**src/rtl/segment_queue_if.sv**
```systemverilog
// Command/result bundle for segment_queue: the master issues commands, the slave returns
// registered results and occupancy flags.
interface segment_queue_if #(
    parameter int DEPTH = 16,
    parameter int POS_W = 8,
    parameter int DIR_W = 8
);
    localparam int AW = $clog2(DEPTH);
    localparam int CW = AW + 1;

    logic             op_en;
    logic [2:0]       mode;
    logic [POS_W-1:0] wr_pos;
    logic [DIR_W-1:0] wr_dir;
    logic [AW-1:0]    address;
    logic [POS_W-1:0] updated_pos;
    logic [DIR_W-1:0] updated_dir;
    logic             out_valid;
    logic             err;
    logic             full;
    logic             empty;
    logic [CW-1:0]    count;

    modport master (
        output op_en, mode, wr_pos, wr_dir, address,
        input  updated_pos, updated_dir, out_valid, err, full, empty, count
    );

    modport slave (
        input  op_en, mode, wr_pos, wr_dir, address,
        output updated_pos, updated_dir, out_valid, err, full, empty, count
    );
endinterface

```
**src/rtl/segment_queue.sv**
```systemverilog
// Circular queue of {pos,dir} segments with push/pop/move plus indexed read/write.
// Index 0 is the newest entry; every result is registered one edge after the command.
module segment_queue #(
    parameter int DEPTH = 16,
    parameter int POS_W = 8,
    parameter int DIR_W = 8
) (
    input  logic             clk,
    input  logic             reset,
    segment_queue_if.slave   bus
);
    localparam int AW = $clog2(DEPTH);
    localparam int CW = AW + 1;

    localparam logic [2:0] OP_NOP   = 3'b000;
    localparam logic [2:0] OP_PUSH  = 3'b001;
    localparam logic [2:0] OP_POP   = 3'b010;
    localparam logic [2:0] OP_MOVE  = 3'b011;
    localparam logic [2:0] OP_READ  = 3'b100;
    localparam logic [2:0] OP_WRITE = 3'b101;
    localparam logic [2:0] OP_CLEAR = 3'b110;

    logic [POS_W-1:0] pos_mem [DEPTH];
    logic [DIR_W-1:0] dir_mem [DEPTH];

    // head_q is the next free slot; the newest entry lives at head_q-1
    logic [AW-1:0]    head_q, head_d;
    logic [AW-1:0]    tail_q, tail_d;
    logic [CW-1:0]    count_q, count_d;
    logic [POS_W-1:0] upd_pos_q, upd_pos_d;
    logic [DIR_W-1:0] upd_dir_q, upd_dir_d;
    logic             out_valid_q, out_valid_d;
    logic             err_q, err_d;

    logic             mem_we;
    logic [AW-1:0]    mem_waddr;
    logic [AW-1:0]    idx_slot;
    logic             is_full, is_empty, addr_ok;

    assign is_full  = (count_q == CW'(DEPTH));
    assign is_empty = (count_q == '0);
    assign addr_ok  = ({1'b0, bus.address} < count_q);
    assign idx_slot = head_q - AW'(1) - bus.address;

    always_comb begin
        head_d      = head_q;
        tail_d      = tail_q;
        count_d     = count_q;
        upd_pos_d   = upd_pos_q;
        upd_dir_d   = upd_dir_q;
        out_valid_d = 1'b0;
        err_d       = 1'b0;
        mem_we      = 1'b0;
        mem_waddr   = head_q;
        if (bus.op_en) begin
            case (bus.mode)
                OP_NOP: ;
                OP_PUSH: begin
                    if (is_full) begin
                        err_d = 1'b1;
                    end else begin
                        mem_we      = 1'b1;
                        head_d      = head_q + AW'(1);
                        count_d     = count_q + CW'(1);
                        upd_pos_d   = bus.wr_pos;
                        upd_dir_d   = bus.wr_dir;
                        out_valid_d = 1'b1;
                    end
                end
                OP_POP: begin
                    if (is_empty) begin
                        err_d = 1'b1;
                    end else begin
                        tail_d      = tail_q + AW'(1);
                        count_d     = count_q - CW'(1);
                        upd_pos_d   = pos_mem[tail_q];
                        upd_dir_d   = dir_mem[tail_q];
                        out_valid_d = 1'b1;
                    end
                end
                OP_MOVE: begin
                    // when full, head and tail share a slot; the old tail is read before the write lands
                    mem_we      = 1'b1;
                    head_d      = head_q + AW'(1);
                    out_valid_d = 1'b1;
                    if (is_empty) begin
                        count_d   = count_q + CW'(1);
                        upd_pos_d = bus.wr_pos;
                        upd_dir_d = bus.wr_dir;
                    end else begin
                        tail_d    = tail_q + AW'(1);
                        upd_pos_d = pos_mem[tail_q];
                        upd_dir_d = dir_mem[tail_q];
                    end
                end
                OP_READ: begin
                    if (addr_ok) begin
                        upd_pos_d   = pos_mem[idx_slot];
                        upd_dir_d   = dir_mem[idx_slot];
                        out_valid_d = 1'b1;
                    end else begin
                        err_d = 1'b1;
                    end
                end
                OP_WRITE: begin
                    if (addr_ok) begin
                        mem_we      = 1'b1;
                        mem_waddr   = idx_slot;
                        upd_pos_d   = bus.wr_pos;
                        upd_dir_d   = bus.wr_dir;
                        out_valid_d = 1'b1;
                    end else begin
                        err_d = 1'b1;
                    end
                end
                OP_CLEAR: begin
                    head_d  = '0;
                    tail_d  = '0;
                    count_d = '0;
                end
                default: err_d = 1'b1;
            endcase
        end
    end

    always_ff @(posedge clk or negedge reset) begin
        if (!reset) begin
            head_q      <= '0;
            tail_q      <= '0;
            count_q     <= '0;
            upd_pos_q   <= '0;
            upd_dir_q   <= '0;
            out_valid_q <= 1'b0;
            err_q       <= 1'b0;
        end else begin
            head_q      <= head_d;
            tail_q      <= tail_d;
            count_q     <= count_d;
            upd_pos_q   <= upd_pos_d;
            upd_dir_q   <= upd_dir_d;
            out_valid_q <= out_valid_d;
            err_q       <= err_d;
        end
    end

    // storage is not reset; occupancy alone decides which slots are meaningful
    always_ff @(posedge clk) begin
        if (mem_we) begin
            pos_mem[mem_waddr] <= bus.wr_pos;
            dir_mem[mem_waddr] <= bus.wr_dir;
        end
    end

    assign bus.updated_pos = upd_pos_q;
    assign bus.updated_dir = upd_dir_q;
    assign bus.out_valid   = out_valid_q;
    assign bus.err         = err_q;
    assign bus.count       = count_q;
    assign bus.full        = is_full;
    assign bus.empty       = is_empty;
endmodule

```
**src/flat_wrapper.sv**
```systemverilog
// flat-port wrapper written by rule: the top's interface ports become plain ports
module segment_queue_flat 
#(
    parameter int DEPTH = 16,
    parameter int POS_W = 8,
    parameter int DIR_W = 8
)
  (clk, reset, bus_op_en, bus_mode, bus_wr_pos, bus_wr_dir, bus_address, bus_updated_pos, bus_updated_dir, bus_out_valid, bus_err, bus_full, bus_empty, bus_count);
  segment_queue_if #(.DEPTH(DEPTH), .POS_W(POS_W), .DIR_W(DIR_W)) bus_i ();
  input  logic clk;
  input  logic reset;
  input wire logic [$bits(bus_i.op_en)-1:0] bus_op_en;
  input wire logic [$bits(bus_i.mode)-1:0] bus_mode;
  input wire logic [$bits(bus_i.wr_pos)-1:0] bus_wr_pos;
  input wire logic [$bits(bus_i.wr_dir)-1:0] bus_wr_dir;
  input wire logic [$bits(bus_i.address)-1:0] bus_address;
  output wire logic [$bits(bus_i.updated_pos)-1:0] bus_updated_pos;
  output wire logic [$bits(bus_i.updated_dir)-1:0] bus_updated_dir;
  output wire logic [$bits(bus_i.out_valid)-1:0] bus_out_valid;
  output wire logic [$bits(bus_i.err)-1:0] bus_err;
  output wire logic [$bits(bus_i.full)-1:0] bus_full;
  output wire logic [$bits(bus_i.empty)-1:0] bus_empty;
  output wire logic [$bits(bus_i.count)-1:0] bus_count;
  assign bus_i.op_en = bus_op_en;
  assign bus_i.mode = bus_mode;
  assign bus_i.wr_pos = bus_wr_pos;
  assign bus_i.wr_dir = bus_wr_dir;
  assign bus_i.address = bus_address;
  assign bus_updated_pos = bus_i.updated_pos;
  assign bus_updated_dir = bus_i.updated_dir;
  assign bus_out_valid = bus_i.out_valid;
  assign bus_err = bus_i.err;
  assign bus_full = bus_i.full;
  assign bus_empty = bus_i.empty;
  assign bus_count = bus_i.count;
  segment_queue #(.DEPTH(DEPTH), .POS_W(POS_W), .DIR_W(DIR_W)) u_core (.clk(clk), .reset(reset), .bus(bus_i));
endmodule
```
**config.mk**
```make
export PLATFORM = sky130hd
export DESIGN_NAME = segment_queue_flat
export DESIGN_NICKNAME = d
export VERILOG_FILES = /design/src/rtl/segment_queue_if.sv /design/src/rtl/segment_queue.sv /design/src/flat_wrapper.sv
export SDC_FILE = /design/constraint.sdc
export NUM_CORES = 1
export LEC_CHECK = 0
export BUFFER_PORTS_ARGS = -buffer_cell sky130_fd_sc_hd__buf_2
export CORE_AREA = 2 2 194 139
export DETAILED_ROUTE_END_ITERATION = 12
export DIE_AREA = 0 0 196 141
export PLACE_DENSITY = 0.75
export SLEW_MARGIN = 25
export SYNTH_ARGS = -nofsm -noshare
export SYNTH_HDL_FRONTEND = slang
export SYNTH_SLANG_ARGS = --single-unit
```
**constraint.sdc**
```tcl
create_clock -name clk -period 3 [get_ports clk]
set_input_delay 0.3 -clock clk [delete_from_list [all_inputs] [get_ports clk]]
set_output_delay 0.3 -clock clk [all_outputs]
set_load 0.02 [all_outputs]
```
==> results of run 1 <==
Yosys cell counts (16+ instances only):
cell / instances / share of area [%]
a21oi_1: 24 / 0.86
a221o_1: 16 / 1.1
a22oi_1: 32 / 1.7
clkbuf_1: 35 / 0.94
dfrtp_1: 31 / 5.6
edfxtp_1: 256 / 55
mux2_2: 16 / 1.3
mux2i_1: 37 / 2.7
mux4_2: 128 / 21
nand2_1: 20 / 0.54
nor2_1: 20 / 0.54
nor2b_1: 21 / 0.94
per-stage QoR:
step	cells	setup slack, ns
global placement	1172	0.139
floorplan	780	-0.0771
detailed placement	1172	0.103
finish	1225	0.178
CTS	1224	0.216
global route	1224	-0.00317
layout make-up:
type | count | share of cell area (%)
Sequential cell | 287 | 52.7
Multi-Input combinational cell | 424 | 32.4
Timing Repair Buffer | 113 | 5.36
Clock buffer | 36 | 4.92
Tap cell | 338 | 2.63
Clock inverter | 15 | 1.70
Inverter | 11 | 0.257
Antenna cell | 1 | 0.0156
state kept, by name, indices dropped and copies added, names as in the netlist:
| name | flops |
|---|---|
| u_core.head_q | 4 |
| u_core.bus.err | 1 |
| u_core.bus.updated_dir | 8 |
| u_core.dir_mem | 128 |
| u_core.bus.updated_pos | 8 |
| u_core.bus.out_valid | 1 |
| u_core.pos_mem | 128 |
| u_core.tail_q | 4 |
| u_core.bus.count | 5 |
placed cells by master, fill, tap and decap left out, drive strengths merged, types with 2 or more instances in the layout:
master	count
edfxtp	256
mux4	128
buf	112
mux2i	37
clkbuf	36
a22oi	32
dfrtp	31
a21oi	24
nor2b	21
nor2	21
nand2	20
mux2	20
a211oi	17
a221o	16
and2	13
o21ai	12
inv	12
ha	11
bufinv	8
nand2b	7
xor2	6
clkinv	6
nand4	4
xnor2	4
a21o	3
nand3b	3
nand3	3
nor3	2
nor4bb	2
o32ai	2
o31ai	2
fa	2
worst max-delay path by stage:
stage	cells past startpoint	slack, ns	to
2_1_floorplan	9	-0.08	u_core.dir_mem[2][0]$_DFFE_PP_
3_3_place_gp	11	0.14	u_core.bus.updated_dir[5]$_DFFE_PN0P_
3_5_place_dp	11	0.10	u_core.bus.updated_pos[4]$_DFFE_PN0P_
4_1_cts	10	0.22	u_core.dir_mem[2][4]$_DFFE_PP_
5_1_grt	10	-0.003	u_core.pos_mem[15][4]$_DFFE_PP_
6_report	10	0.18	u_core.pos_mem[6][0]$_DFFE_PP_
metal layers:
layer	GRT usage, %	up-vias
met3	9.16	60
li1	-	3436
met1	37.9	4362
met5	0	-
met2	40.3	540
met4	5.30	4
power groups by stage:
| stage | Sequential, mW | Combinational, mW | Clock, mW |
|---|---|---|---|
| floorplan | 5.06 | 4.08 | 0 |
| global placement | 5.15 | 5.43 | 0 |
| detailed placement | 5.17 | 5.56 | 0 |
| CTS | 5.09 | 5.59 | 4.04 |
| global route | 5.15 | 5.97 | 4.20 |
| finish | 5.11 | 5.59 | 4.00 |
logic make-up (layout without fill, tap and decap cells):
family / count (synthesis) / count (layout) / share of synthesized area, %
simple gates: 100 / 100 / 3.88
compound gates: 116 / 116 / 6.08
mux: 185 / 185 / 25.0
fa+ha+maj: 13 / 13 / 1.27
flops: 287 / 287 / 60.6
other cells: 0 / 1 / 0
xor+xnor: 10 / 10 / 0.627
buf+inv: 69 / 175 / 2.54
timing repair:
item | 4_1_cts | 5_1_grt
resized for setup | 0 | 4
setup endpoints to repair | 0 | 30
hold buffers | 1 | 0
hold endpoints to repair | 31 | 0
==> metrics.cfg, run 1 <==
[clock_tree]
cts_tree = done
numCtsBuffers = 28
clk_latency_ns = 0.54
path_clk_slew_ns = 0.06
cts-htree-levels = 1
cts_setup_buffers = 0
clock_path_buffers = 3
clock-sinks = 287
root_buffer = clkbuf_16

[final_layout]
utilization_pct = 61.8
area_delta_synth_final_pct = 15.1
nets = 904
fillerInstances = 1806
multi_input_area_mm2 = 0.00522
drive_above_1_share_pct = 36.8
fin_area_mm2 = 0.0161
seq_area_mm2 = 0.00847

[route]
wire_per_inst_um = 29.2
drt_iter0_drc = 1067
drtAntennaViolNets = 0
routed-via-count = 8402
top_layer = met5
dr_wl_met2_mm = 16.3
drt-vias-per-instance = 6.86
met3_length_mm = 4.57
drt-total-wl_mm = 35.8
m1WireLength_mm = 14.2
first_pass_iters = 5
route.detailed.drc = 0

[placed_design]
port_buffers = 50
dp_hpwl_mm = 22.1
placed_area_mm2 = 0.0150
place.gp.congestion = 0.861

[hold_path]
hp-class = primary input to flop
holdPathEnd = u_core.pos_mem[7][1]$_DFFE_PP_
holdPathStages = 1
min_from = bus_wr_pos[1]

[setup_path]
reg2reg_from = u_core.bus.count[2]$_DFFE_PN0P_
worst-endpoint-required_ns = 3.22
crit_slowest_cell = dfrtp_1
path_buf_inv = 3
r2r-end = u_core.pos_mem[6][0]$_DFFE_PP_
critPathTopFamily = compound AO/OA/AOI/OAI gates
setup.worst_path.start = u_core.bus.count[2]$_DFFE_PN0P_
cp_cell_sequence = inv_1, ha_1, a21oi_1, o21ai_0, a21oi_1, o21ai_1, buf_4, o32a_1, nor2_2, buf_4
crit_path_end_kind = flop
cp.arrival_ns = 3.04
startpoint_type = flop
worst_r2r_path_depth = 10
path_class = flop to flop
r2r_setup_slack_ns = 0.18
cp_max_fo = 13
slowest_delay_ns = 0.44

[global_routing]
antenna_found_initial = 3
grtUsageTotal_pct = 26.5
globalRoute.totalOverflow = 0
grt_max_degree = 50
grt_first_pass_wirelength_mm = 54.2
grt_pass1_vias = 8609

[floorplan]
die_x_um = 196
fp.dieH_um = 141
core_mm2 = 0.0260
rows = 50
start_util_pct = 53.7
io_pins = 51
die_area_mm2 = 0.0276

[timing]
setup_tns_ns = 0
worstMarginPinSlew_ns = 0.940
slew_violations = 0
relSlewSlack_pct = 37.3
hold-worst-slack_ns = 0.149
fmaxAchievable_mhz = 354
period_needed_ns = 2.82
finalHoldViolCount = 0
fin_crit_sh_pct = 94.1
setup_viol_count_final = 0
clock_skew_ns = 0.0104

[yosys]
syn_inst = 780
synthDistinctLibCells = 51
ys_seq_area_share_pct = 60.6
synth-edff-count = 256
synth-async-reset-ratio_pct = 10.8
syn_area_mm2 = 0.0140
synth_seq_cells = 287
avgSynthCellArea_um2 = 17.9
ys.flop_type = edfxtp_1
syn-num-nets = 819
yosysWarnings = 0

[power]
power_frac_seq_pct = 34.7
switching_share_pct = 31.8
vdd_drop_max_uv = 620
static-leakage-power_nw = 5.46
power_density_mw_per_mm2 = 914
power.switching_mw = 4.68
p_int_mw = 10.0
combPwrFrac_pct = 38.0
clkPwrFrac_pct = 27.2
total_power_mw = 14.7

[status]
status = finished, final reports clean

[flow_run]
timing.max_cap.violations = 0

No activity file was read; power rests on OpenSTA's default activity.
==> inputs of run 2 (changes only) <==
==> constraint.sdc (replaced) <==
create_clock -name clk -period 3 [get_ports clk]
set_input_delay 0.6 -clock clk [delete_from_list [all_inputs] [get_ports clk]]
set_output_delay 0.6 -clock clk [all_outputs]
set_load 0.02 [all_outputs]
==> run 2 against run 1 <==
Core utilization increased by 1.0 points. Routed wire length increased by 1.1%. Sequential share of layout area decreased by 0.83 points. Global-route usage increased by 0.27 points. Critical endpoint is now u_core.bus.updated_dir[0]$_DFFE_PN0P_. Final cell count increased by 1.8%.
==> metrics.cfg, run 2 (same netlist as run 1, synthesis figures left out) <==
[placed_design]
place_ws_ns = -0.364  ; was 0.103 ns
port_buffers = 50  ; unchanged
dp_hpwl_mm = 23.1  ; was 22.1 mm
place.gp.congestion = 0.845  ; was 0.861
placed_area_mm2 = 0.0153  ; was 0.0150 mm²

[global_routing]
grt_pass1_vias = 8592  ; was 8,609
antenna_found_initial = 2  ; was 3
grt_max_degree = 36  ; was 50
globalRoute.totalOverflow = 0  ; unchanged
grtUsageTotal_pct = 26.8  ; was 26.5%
grt_first_pass_wirelength_mm = 54.1  ; was 54.2 mm

[route]
first_pass_iters = 5  ; unchanged
route.detailed.drc = 0  ; unchanged
wire_per_inst_um = 29.0  ; was 29.2 µm
routed-via-count = 8494  ; was 8,402
drt_iter0_drc = 1115  ; was 1,067
drt-vias-per-instance = 6.81  ; was 6.86
drt-total-wl_mm = 36.2  ; was 35.8 mm
drtAntennaViolNets = 0  ; unchanged

[clock_tree]
clock-sinks = 287  ; unchanged
clock_path_buffers = 3  ; unchanged
numCtsBuffers = 28  ; unchanged
clk_latency_ns = 0.55  ; was 0.54 ns
cts-htree-levels = 1  ; unchanged
cts_tree = done  ; unchanged
path_clk_slew_ns = 0.06  ; about the same
root_buffer = clkbuf_16  ; unchanged

[floorplan]
start_util_pct = 53.7  ; unchanged
io_pins = 51  ; unchanged
die_area_mm2 = 0.0276  ; unchanged
die_x_um = 196  ; unchanged
rows = 50  ; unchanged
core_mm2 = 0.0260  ; unchanged
fp.dieH_um = 141  ; unchanged

[final_layout]
area_delta_synth_final_pct = 17.0  ; was 15.1%
utilization_pct = 62.8  ; was 61.8%
nets = 926  ; was 904
reg_top3 = u_core.dir_mem: 128 flops, u_core.pos_mem: 128 flops  ; unchanged
fin_area_mm2 = 0.0163  ; was 0.0161 mm²
most-common-layout-cells = edfxtp_1, mux4_2, buf_4  ; was edfxtp_1, mux4_2, buf_2
drive_above_1_share_pct = 38.4  ; was 36.8%
seq_area_mm2 = 0.00847  ; unchanged
layout_commonest_cell = edfxtp_1  ; unchanged
multi_input_area_mm2 = 0.00525  ; was 0.00522 mm²
fillerInstances = 1776  ; was 1,806

[power]
power_density_mw_per_mm2 = 891  ; was 914 mW/mm²
vdd_drop_max_uv = 569  ; was 620 µV
static-leakage-power_nw = 5.58  ; was 5.46 nW

[setup_path]
r2r-end = u_core.bus.updated_dir[0]$_DFFE_PN0P_  ; was u_core.pos_mem[6][0]$_DFFE_PP_
slowest_delay_ns = 0.59  ; was 0.44 ns
worst-endpoint-required_ns = 3.44  ; was 3.22 ns
startpoint_type = flop  ; unchanged
cp_cell_sequence = ha_4, inv_1, fa_2, buf_12, buf_4, mux4_2, a22oi_1, mux2i_1, a221o_1, mux2_2  ; was inv_1, ha_1, a21oi_1, o21ai_0, a21oi_1, o21ai_1, buf_4, o32a_1, nor2_2, buf_4
path_class = flop to flop  ; unchanged
crit_slowest_cell = fa_2  ; was dfrtp_1
cp.arrival_ns = 3.34  ; was 3.04 ns
cp_max_fo = 10  ; was 13
reg2reg_from = u_core.head_q[0]$_DFFE_PN0P_  ; was u_core.bus.count[2]$_DFFE_PN0P_
critPathTopFamily = adder cells  ; was compound AO/OA/AOI/OAI gates
r2r_setup_slack_ns = 0.1  ; was 0.18 ns
worst_r2r_path_depth = 10  ; unchanged
path_buf_inv = 3  ; unchanged
crit_path_end_kind = flop  ; unchanged

[timing]
worstMarginPinSlew_ns = 0.879  ; was 0.940 ns
finalWorstSetupSlack_ns = 0.0955  ; was 0.178 ns
setup_tns_ns = 0  ; unchanged
period_needed_ns = 2.90  ; was 2.82 ns
finalHoldViolCount = 0  ; unchanged
clock_skew_ns = 0.00913  ; was 0.0104 ns
fin_crit_sh_pct = 96.8  ; was 94.1%
slew_violations = 0  ; unchanged
fmaxAchievable_mhz = 344  ; was 354 MHz
grt_setup_unrepaired = no
hold-worst-slack_ns = 0.151  ; was 0.149 ns
relSlewSlack_pct = 41.4  ; was 37.3%
setup_viol_count_final = 0  ; unchanged

[hold_path]
hp-class = primary input to async pin  ; was primary input to flop

[flow_run]
timing.max_cap.violations = 0  ; unchanged

[status]
status = finished, final reports clean  ; unchanged

-- run 2: what timing repair did --
action | 4_1_cts | 5_1_grt
resized for setup | 0 | 10
hold buffers | 0 | 0
endpoints found under the setup margin | 0 | 12
buffers inserted | 0 | 3
endpoints found under the hold margin | 0 | 0
-- run 2: how the worst max path moves through the flow --
stage	start	endpoint	slack (ns)	cells after the start
6_report	u_core.head_q[0]$_DFFE_PN0P_	u_core.bus.updated_dir[0]$_DFFE_PN0P_	0.1	10
5_1_grt	u_core.bus.count[1]$_DFFE_PN0P_	u_core.dir_mem[13][2]$_DFFE_PP_	0.0004	10
4_1_cts	u_core.head_q[0]$_DFFE_PN0P_	u_core.bus.updated_pos[3]$_DFFE_PN0P_	0.005	10
3_5_place_dp	bus_address[0]	u_core.bus.updated_pos[3]$_DFFE_PN0P_	-0.36	12
3_3_place_gp	bus_address[0]	u_core.bus.updated_pos[3]$_DFFE_PN0P_	-0.32	12
2_1_floorplan	bus_address[0]	u_core.dir_mem[2][0]$_DFFE_PP_	0.01	9
-- run 2: power breakdown --
part	switching, mW	internal (mW)	leakage (nW)	total, mW
clock network	1.46	2.00	0.452	3.46
registers	0.432	4.65	2.68	5.08
logic	2.85	3.17	2.45	6.02
-- run 2: metrics by stage --
step	std cells	power, mW
2_1_floorplan	780	9.17
3_3_place_gp	1191	10.8
3_5_place_dp	1191	10.9
4_1_cts	1242	14.4
5_1_grt	1246	15.2
6_report	1247	14.6
-- run 2: worst reg2reg max path, cell delays in order, from the launching register on --
cell	delay, ns
dfrtp_1	0.40
ha_4	0.15
inv_1	0.05
fa_2	0.59
buf_12	0.18
buf_4	0.16
mux4_2	0.29
a22oi_1	0.21
mux2i_1	0.09
a221o_1	0.36
mux2_2	0.29
-- run 2: cell type report --
class                      count  share of cell area [%]
antenna                        1                  0.0153
timing repair buffer         135                    7.66
inverter                      11                   0.253
tap                          338                    2.59
multi-input combinational    424                    32.1
clock inverter                10                   0.475
clock buffer                  41                    5.08
sequential                   287                    51.8
-- run 2: metal layers --
metal	GRT usage (%)	part of all wire, %
met5	0	0.039
met4	6.38	2.7
met3	7.80	10
met2	42.8	48
met1	36.9	39
